### src/rtl/map_dot_eater_if.sv
// Bundle between the dot-eater, its requester and map RAM port B.
// slave: the dot-eater. master: the requester and the RAM side.
interface map_dot_eater_if #(
  parameter int COLS    = 160,
  parameter int SCORE_W = 16
);
  logic               req;
  logic [4:0]         row;
  logic [7:0]         col;
  logic               new_level;
  logic               busy;
  logic               done;
  logic               eaten;
  logic [SCORE_W-1:0] score;
  logic [7:0]         dots_left;
  logic               level_clear;
  logic [4:0]         ram_addr;
  logic [COLS-1:0]    ram_wrdata;
  logic               ram_wren;
  logic [COLS-1:0]    ram_q;

  modport master (
    output req, row, col, new_level, ram_q,
    input  busy, done, eaten, score, dots_left,
    input  level_clear, ram_addr, ram_wrdata, ram_wren
  );

  modport slave (
    input  req, row, col, new_level, ram_q,
    output busy, done, eaten, score, dots_left,
    output level_clear, ram_addr, ram_wrdata, ram_wren
  );
endinterface

### src/rtl/map_dot_eater.sv
// Read-modify-write dot clearer on map RAM port B; keeps score/dots.
// Ports: clock, reset_n (sync, active-low), io (slave bundle).
module map_dot_eater #(
  parameter int ROWS       = 32,
  parameter int COLS       = 160,
  parameter int RD_LATENCY = 2,
  parameter int TOTAL_DOTS = 240,
  parameter int POINTS     = 10,
  parameter int SCORE_W    = 16
) (
  input  logic         clock,
  input  logic         reset_n,
  map_dot_eater_if.slave io
);

  localparam int CW = $clog2(RD_LATENCY + 1);

  typedef enum logic [2:0] {
    S_IDLE,
    S_READ,
    S_MODIFY,
    S_WRITE,
    S_DONE
  } state_t;

  state_t             state_q, state_d;
  logic [4:0]         row_q, row_d;
  logic [7:0]         col_q, col_d;
  logic [CW-1:0]      cnt_q, cnt_d;
  logic               hit_q, hit_d;
  logic               busy_q, busy_d;
  logic               done_q, done_d;
  logic               eaten_q, eaten_d;
  logic               wren_q, wren_d;
  logic [4:0]         addr_q, addr_d;
  logic [COLS-1:0]    wdat_q, wdat_d;
  logic [SCORE_W-1:0] score_q, score_d;
  logic [7:0]         dots_q, dots_d;

  logic [COLS-1:0]    mask;
  logic [SCORE_W:0]   sum;
  logic               in_rng;

  assign mask   = COLS'(1) << col_q;
  assign sum    = {1'b0, score_q} + (SCORE_W+1)'(POINTS);
  assign in_rng = (32'(col_q) < COLS) && (32'(row_q) < ROWS);

  always_ff @(posedge clock) begin
    if (!reset_n) begin
      state_q <= S_IDLE;
      row_q   <= '0;
      col_q   <= '0;
      cnt_q   <= '0;
      hit_q   <= 1'b0;
      busy_q  <= 1'b0;
      done_q  <= 1'b0;
      eaten_q <= 1'b0;
      wren_q  <= 1'b0;
      addr_q  <= '0;
      wdat_q  <= '0;
      score_q <= '0;
      dots_q  <= 8'(TOTAL_DOTS);
    end else begin
      state_q <= state_d;
      row_q   <= row_d;
      col_q   <= col_d;
      cnt_q   <= cnt_d;
      hit_q   <= hit_d;
      busy_q  <= busy_d;
      done_q  <= done_d;
      eaten_q <= eaten_d;
      wren_q  <= wren_d;
      addr_q  <= addr_d;
      wdat_q  <= wdat_d;
      score_q <= score_d;
      dots_q  <= dots_d;
    end
  end

  always_comb begin
    state_d = state_q;
    row_d   = row_q;
    col_d   = col_q;
    cnt_d   = cnt_q;
    hit_d   = hit_q;
    busy_d  = busy_q;
    done_d  = 1'b0;
    eaten_d = 1'b0;
    wren_d  = 1'b0;
    addr_d  = addr_q;
    wdat_d  = wdat_q;
    score_d = score_q;
    dots_d  = dots_q;
    unique case (state_q)
      S_IDLE: begin
        if (io.new_level) begin
          dots_d = 8'(TOTAL_DOTS);
        end else if (io.req) begin
          row_d   = io.row;
          col_d   = io.col;
          addr_d  = io.row;
          busy_d  = 1'b1;
          cnt_d   = '0;
          state_d = S_READ;
        end
      end
      S_READ: begin
        if (cnt_q == CW'(RD_LATENCY)) begin
          state_d = S_MODIFY;
        end else begin
          cnt_d = cnt_q + 1'b1;
        end
      end
      S_MODIFY: begin
        if (in_rng && io.ram_q[col_q]) begin
          wdat_d = io.ram_q & ~mask;
          wren_d = 1'b1;
          hit_d  = 1'b1;
        end else begin
          hit_d  = 1'b0;
        end
        state_d = S_WRITE;
      end
      S_WRITE: begin
        done_d  = 1'b1;
        eaten_d = hit_q;
        busy_d  = 1'b0;
        if (hit_q) begin
          score_d = sum[SCORE_W] ? '1 : sum[SCORE_W-1:0];
          if (dots_q != '0) dots_d = dots_q - 1'b1;
        end
        state_d = S_DONE;
      end
      S_DONE: begin
        state_d = S_IDLE;
      end
      default: begin
        state_d = S_IDLE;
      end
    endcase
  end

  assign io.busy        = busy_q;
  assign io.done        = done_q;
  assign io.eaten       = eaten_q;
  assign io.score       = score_q;
  assign io.dots_left   = dots_q;
  assign io.level_clear = (dots_q == '0);
  assign io.ram_addr    = addr_q;
  assign io.ram_wrdata  = wdat_q;
  assign io.ram_wren    = wren_q;

endmodule
### src/flat_wrapper.sv
// flat-port wrapper written by rule: the top's interface ports become plain ports
module map_dot_eater_flat 
#(
  parameter int ROWS       = 32,
  parameter int COLS       = 160,
  parameter int RD_LATENCY = 2,
  parameter int TOTAL_DOTS = 240,
  parameter int POINTS     = 10,
  parameter int SCORE_W    = 16
)
  (clock, reset_n, io_req, io_row, io_col, io_new_level, io_ram_q, io_busy, io_done, io_eaten, io_score, io_dots_left, io_level_clear, io_ram_addr, io_ram_wrdata, io_ram_wren);
  map_dot_eater_if #(.COLS(COLS), .SCORE_W(SCORE_W)) io_i ();
  input  logic clock;
  input  logic reset_n;
  input wire logic [$bits(io_i.req)-1:0] io_req;
  input wire logic [$bits(io_i.row)-1:0] io_row;
  input wire logic [$bits(io_i.col)-1:0] io_col;
  input wire logic [$bits(io_i.new_level)-1:0] io_new_level;
  input wire logic [$bits(io_i.ram_q)-1:0] io_ram_q;
  output wire logic [$bits(io_i.busy)-1:0] io_busy;
  output wire logic [$bits(io_i.done)-1:0] io_done;
  output wire logic [$bits(io_i.eaten)-1:0] io_eaten;
  output wire logic [$bits(io_i.score)-1:0] io_score;
  output wire logic [$bits(io_i.dots_left)-1:0] io_dots_left;
  output wire logic [$bits(io_i.level_clear)-1:0] io_level_clear;
  output wire logic [$bits(io_i.ram_addr)-1:0] io_ram_addr;
  output wire logic [$bits(io_i.ram_wrdata)-1:0] io_ram_wrdata;
  output wire logic [$bits(io_i.ram_wren)-1:0] io_ram_wren;
  assign io_i.req = io_req;
  assign io_i.row = io_row;
  assign io_i.col = io_col;
  assign io_i.new_level = io_new_level;
  assign io_i.ram_q = io_ram_q;
  assign io_busy = io_i.busy;
  assign io_done = io_i.done;
  assign io_eaten = io_i.eaten;
  assign io_score = io_i.score;
  assign io_dots_left = io_i.dots_left;
  assign io_level_clear = io_i.level_clear;
  assign io_ram_addr = io_i.ram_addr;
  assign io_ram_wrdata = io_i.ram_wrdata;
  assign io_ram_wren = io_i.ram_wren;
  map_dot_eater #(.ROWS(ROWS), .COLS(COLS), .RD_LATENCY(RD_LATENCY), .TOTAL_DOTS(TOTAL_DOTS), .POINTS(POINTS), .SCORE_W(SCORE_W)) u_core (.clock(clock), .reset_n(reset_n), .io(io_i));
endmodule
### config.mk
export PLATFORM = sky130hd
export DESIGN_NAME = map_dot_eater_flat
export DESIGN_NICKNAME = d
export VERILOG_FILES = /design/src/rtl/map_dot_eater_if.sv /design/src/rtl/map_dot_eater.sv /design/src/flat_wrapper.sv
export SDC_FILE = /design/constraint.sdc
export NUM_CORES = 1
export LEC_CHECK = 0
export CAP_MARGIN = 10
export CELL_PAD_IN_SITES_DETAIL_PLACEMENT = 1
export CELL_PAD_IN_SITES_GLOBAL_PLACEMENT = 1
export CORE_MARGIN = 4
export CORE_UTILIZATION = 34
export DETAILED_ROUTE_END_ITERATION = 10
export GPL_TIMING_DRIVEN = 0
export PLACE_DENSITY_LB_ADDON = 0.1
export SLEW_MARGIN = 30
export SYNTH_ARGS = -nofsm -noshare
export SYNTH_HDL_FRONTEND = slang
export SYNTH_SLANG_ARGS = --single-unit
### constraint.sdc
create_clock -name clock -period 3.48 [get_ports clock]
set_clock_uncertainty 0.15 [all_clocks]
set_input_delay 0.696 -clock clock [delete_from_list [all_inputs] [get_ports clock]]
set_output_delay 0.696 -clock clock [all_outputs]
set_load 0.02 [all_outputs]
==> results_dict.tcl <==
set metrics [dict create \
    status "finished, final reports clean" \
    ys_ff_latch 207 \
    p_per_area_nw_per_um2 383.0 \
    cts_sinks 207 \
    cts_tree "done" \
    hold_buffers 0 \
    route.detailed.drc 0 \
    power_leakage_uw 0.004945 \
    maxSlewHeadroom 0.3299 \
    required_ns 3.76 \
    overflow 0 \
    ir_drop_uv 357.0 \
    setup_viol 0 \
    tightest_slew_ns 1.002 \
    die_y_microns 180.5 \
    layout_common_cells "clkdlybuf4s50_1, dfxtp_1, o21ai_0" \
    min_period_ns 3.369 \
    die_area_sq_um 32580 \
    htreeDepth 1 \
    n_fill_cell 3152 \
    syn-cell-area_sq_um 10120 \
    grt_max_degree 12 \
    grt_pass1_vias 10530 \
    antenna_found_initial 3 \
    vias 10020 \
    cp.arrival_ns 3.65 \
    numPortBuffers 370 \
    final_core_util 0.5233 \
    vias_per_cell 5.733 \
    maxCapViolCount 0 \
    synthCells 951 \
    coreArea_sq_um 29010 \
    die_w_microns 180.5 \
    clk_path_buf_depth 3 \
    path_max_fanout 10 \
    grt_pass1_wl_mm 69.38 \
    fp-row-count 62 \
    final.setup.worst_slack_ns 0.1113 \
    num_io_pins 371 \
    drive_gt1_frac 0.1717 \
    synth.yosys.seq_area_share 0.4096 \
    cts_buffers 25 \
    yosysUniqueCellTypes 58 \
    routed_wl_mm 47.21 \
    avgRoutedWirePerCell_microns 27.01 \
    firstDrtPassIters 5 \
    start_util 0.3487 \
    dpl.hpwl_mm 34.83 \
    drt_iter0_drc 718 \
    path_clk_slew_ns 0.06 \
    clock-root-buffer "clkbuf_16" \
    start_kind "flip-flop" \
    crit_type "reg2reg" \
    nets 1530 \
    rsz0062_at_grt "false" \
    end_kind "flip-flop" \
    area_growth_pct 50.09 \
    ys.flop_type "dfxtp_1" \
    synth_fp_nets 1132 \
    clock_latency_ns 0.52 \
    gp_congestion 0.8598 \
    ys_warn_count 0 \
    fin_crit_sh 0.9680 \
    synth_edf_count 0 \
    clock.fmax_mhz 296.9 \
    yosys.area.top_type_share 0.4096 \
    hp-class "reg2reg" \
    final_common_cell "clkdlybuf4s50_1" \
    synth.avg_cell_area_sq_um 10.64 \
    dp_slack_ns -0.4575 \
    final-max-slew-violation-count 0 \
    hold_viol 0 \
    synth_area_leaders "dfxtp_1, o2bb2ai_2, mux4_2" \
    drtAntennaViolNets 0 \
    grtUsageTotal 0.2754 \
    async_flop_share 0 \
    synth_top_area_cell "dfxtp_1" \
]
==> cell families (layout without fill, tap and decap cells) <==
| logic type | after synthesis | in the layout | share of synthesized area |
|---|---|---|---|
| buf+inv | 93 | 505 | 0.05887 |
| xor+xnor | 15 | 15 | 0.01299 |
| other cells | 0 | 1 | 0 |
| compound gates | 422 | 422 | 0.3383 |
| fa+ha+maj | 4 | 4 | 0.004948 |
| mux | 44 | 44 | 0.09425 |
| simple gates | 166 | 166 | 0.08102 |
| flops | 207 | 207 | 0.4096 |
==> synth_stat cells, types with 2 or more instances <==
cell	n
dfxtp_1	207
o21ai_0	168
o2bb2ai_2	100
a21oi_1	64
nand2_1	63
clkbuf_1	42
mux4_2	41
o2111ai_1	34
nor2_1	29
o2bb2ai_1	28
nand3_1	20
buf_6	13
buf_8	11
inv_1	10
nor2b_1	8
xnor2_1	8
buf_2	7
nand2b_1	7
xor2_1	7
nand3b_1	6
nor3_1	6
a211oi_1	5
a31oi_1	5
nand4_1	5
nor4_1	5
buf_1	4
buf_4	4
ha_1	4
mux2i_1	3
o22ai_1	3
or2_2	3
a22oi_1	2
o31ai_1	2
o32ai_1	2
or3_1	2
==> power by group <==
part,switching [uW],internal [uW]
clock,1050,1530
sequential,17.1,2390
combinational,456,374
==> area by class of cell <==
type	count	area (sq um)	area share
clock buffers	37	740.7	0.04878
clock inverters	4	48.80	0.003214
plain buffers	82	618.1	0.04071
well taps	384	480.5	0.03164
multi-input cells	651	5395	0.3553
flip-flops and latches	207	4145	0.2730
inverters	11	41.29	0.002719
repair buffers	371	3711	0.2444
diodes	1	2.502	0.0001648
==> metal layers <==
metal  share of wire  track usage  up-vias
li1                -            -     4484
met1            0.42       0.3516     5019
met2            0.47       0.4598      441
met3           0.082      0.08115       73
met4           0.025      0.06836        4
met5         0.00057            0        -
==> final timing paths <==
kind                      startpoint                       end  slack [ns]  cells after the start
hold / removal    u_core.io.score[0]        u_core.io.score[0]        0.30                      2
setup reg to reg     u_core.col_q[0]  u_core.io.ram_wrdata[58]        0.11                     11
hold reg to reg   u_core.io.score[0]        u_core.io.score[0]        0.30                      2
setup / recovery     u_core.col_q[0]  u_core.io.ram_wrdata[58]        0.11                     11
==> critical path: stages, from the launching register on <==
cell      delay [ns]
dfxtp_2         0.38
buf_12          0.19
buf_12          0.20
mux4_2          0.56
a22oi_1         0.25
a31oi_1         0.12
o211ai_1        0.23
buf_4           0.17
and4_1          0.37
clkbuf_2        0.29
o21ai_0         0.13
a21oi_1         0.19
==> registers in the layout (all words and copies together), names as in the netlist, 2 cells and up <==
name,cells
u_core.col_q,8
u_core.io.ram_addr,5
u_core.io.ram_wrdata,160
u_core.state_q,3
u_core.cnt_q,2
u_core.io.dots_left,8
u_core.io.score,16
==> what timing repair did <==
action	CTS	global route
resized for setup	14	17
pin swaps	1	0
buffers inserted	1	0
hold endpoints to repair	0	0
endpoints found under the setup margin	160	151
==> per-stage QoR <==
step           instance area (sq um)  std cells  TNS (ns)  hold WS (ns)  total power, uW
2_1_floorplan                  10120        951         0        0.2936             2828
3_3_place_gp                   14300       1705    -86.85        0.2871             3254
3_5_place_dp                   14300       1705    -62.02        0.2917             3258
4_1_cts                        15140       1747         0        0.3007             5834
5_1_grt                        15180       1748         0        0.3276             5998
6_report                       15180       1748         0        0.2979             5816
Power figures use the tool's default switching activity.
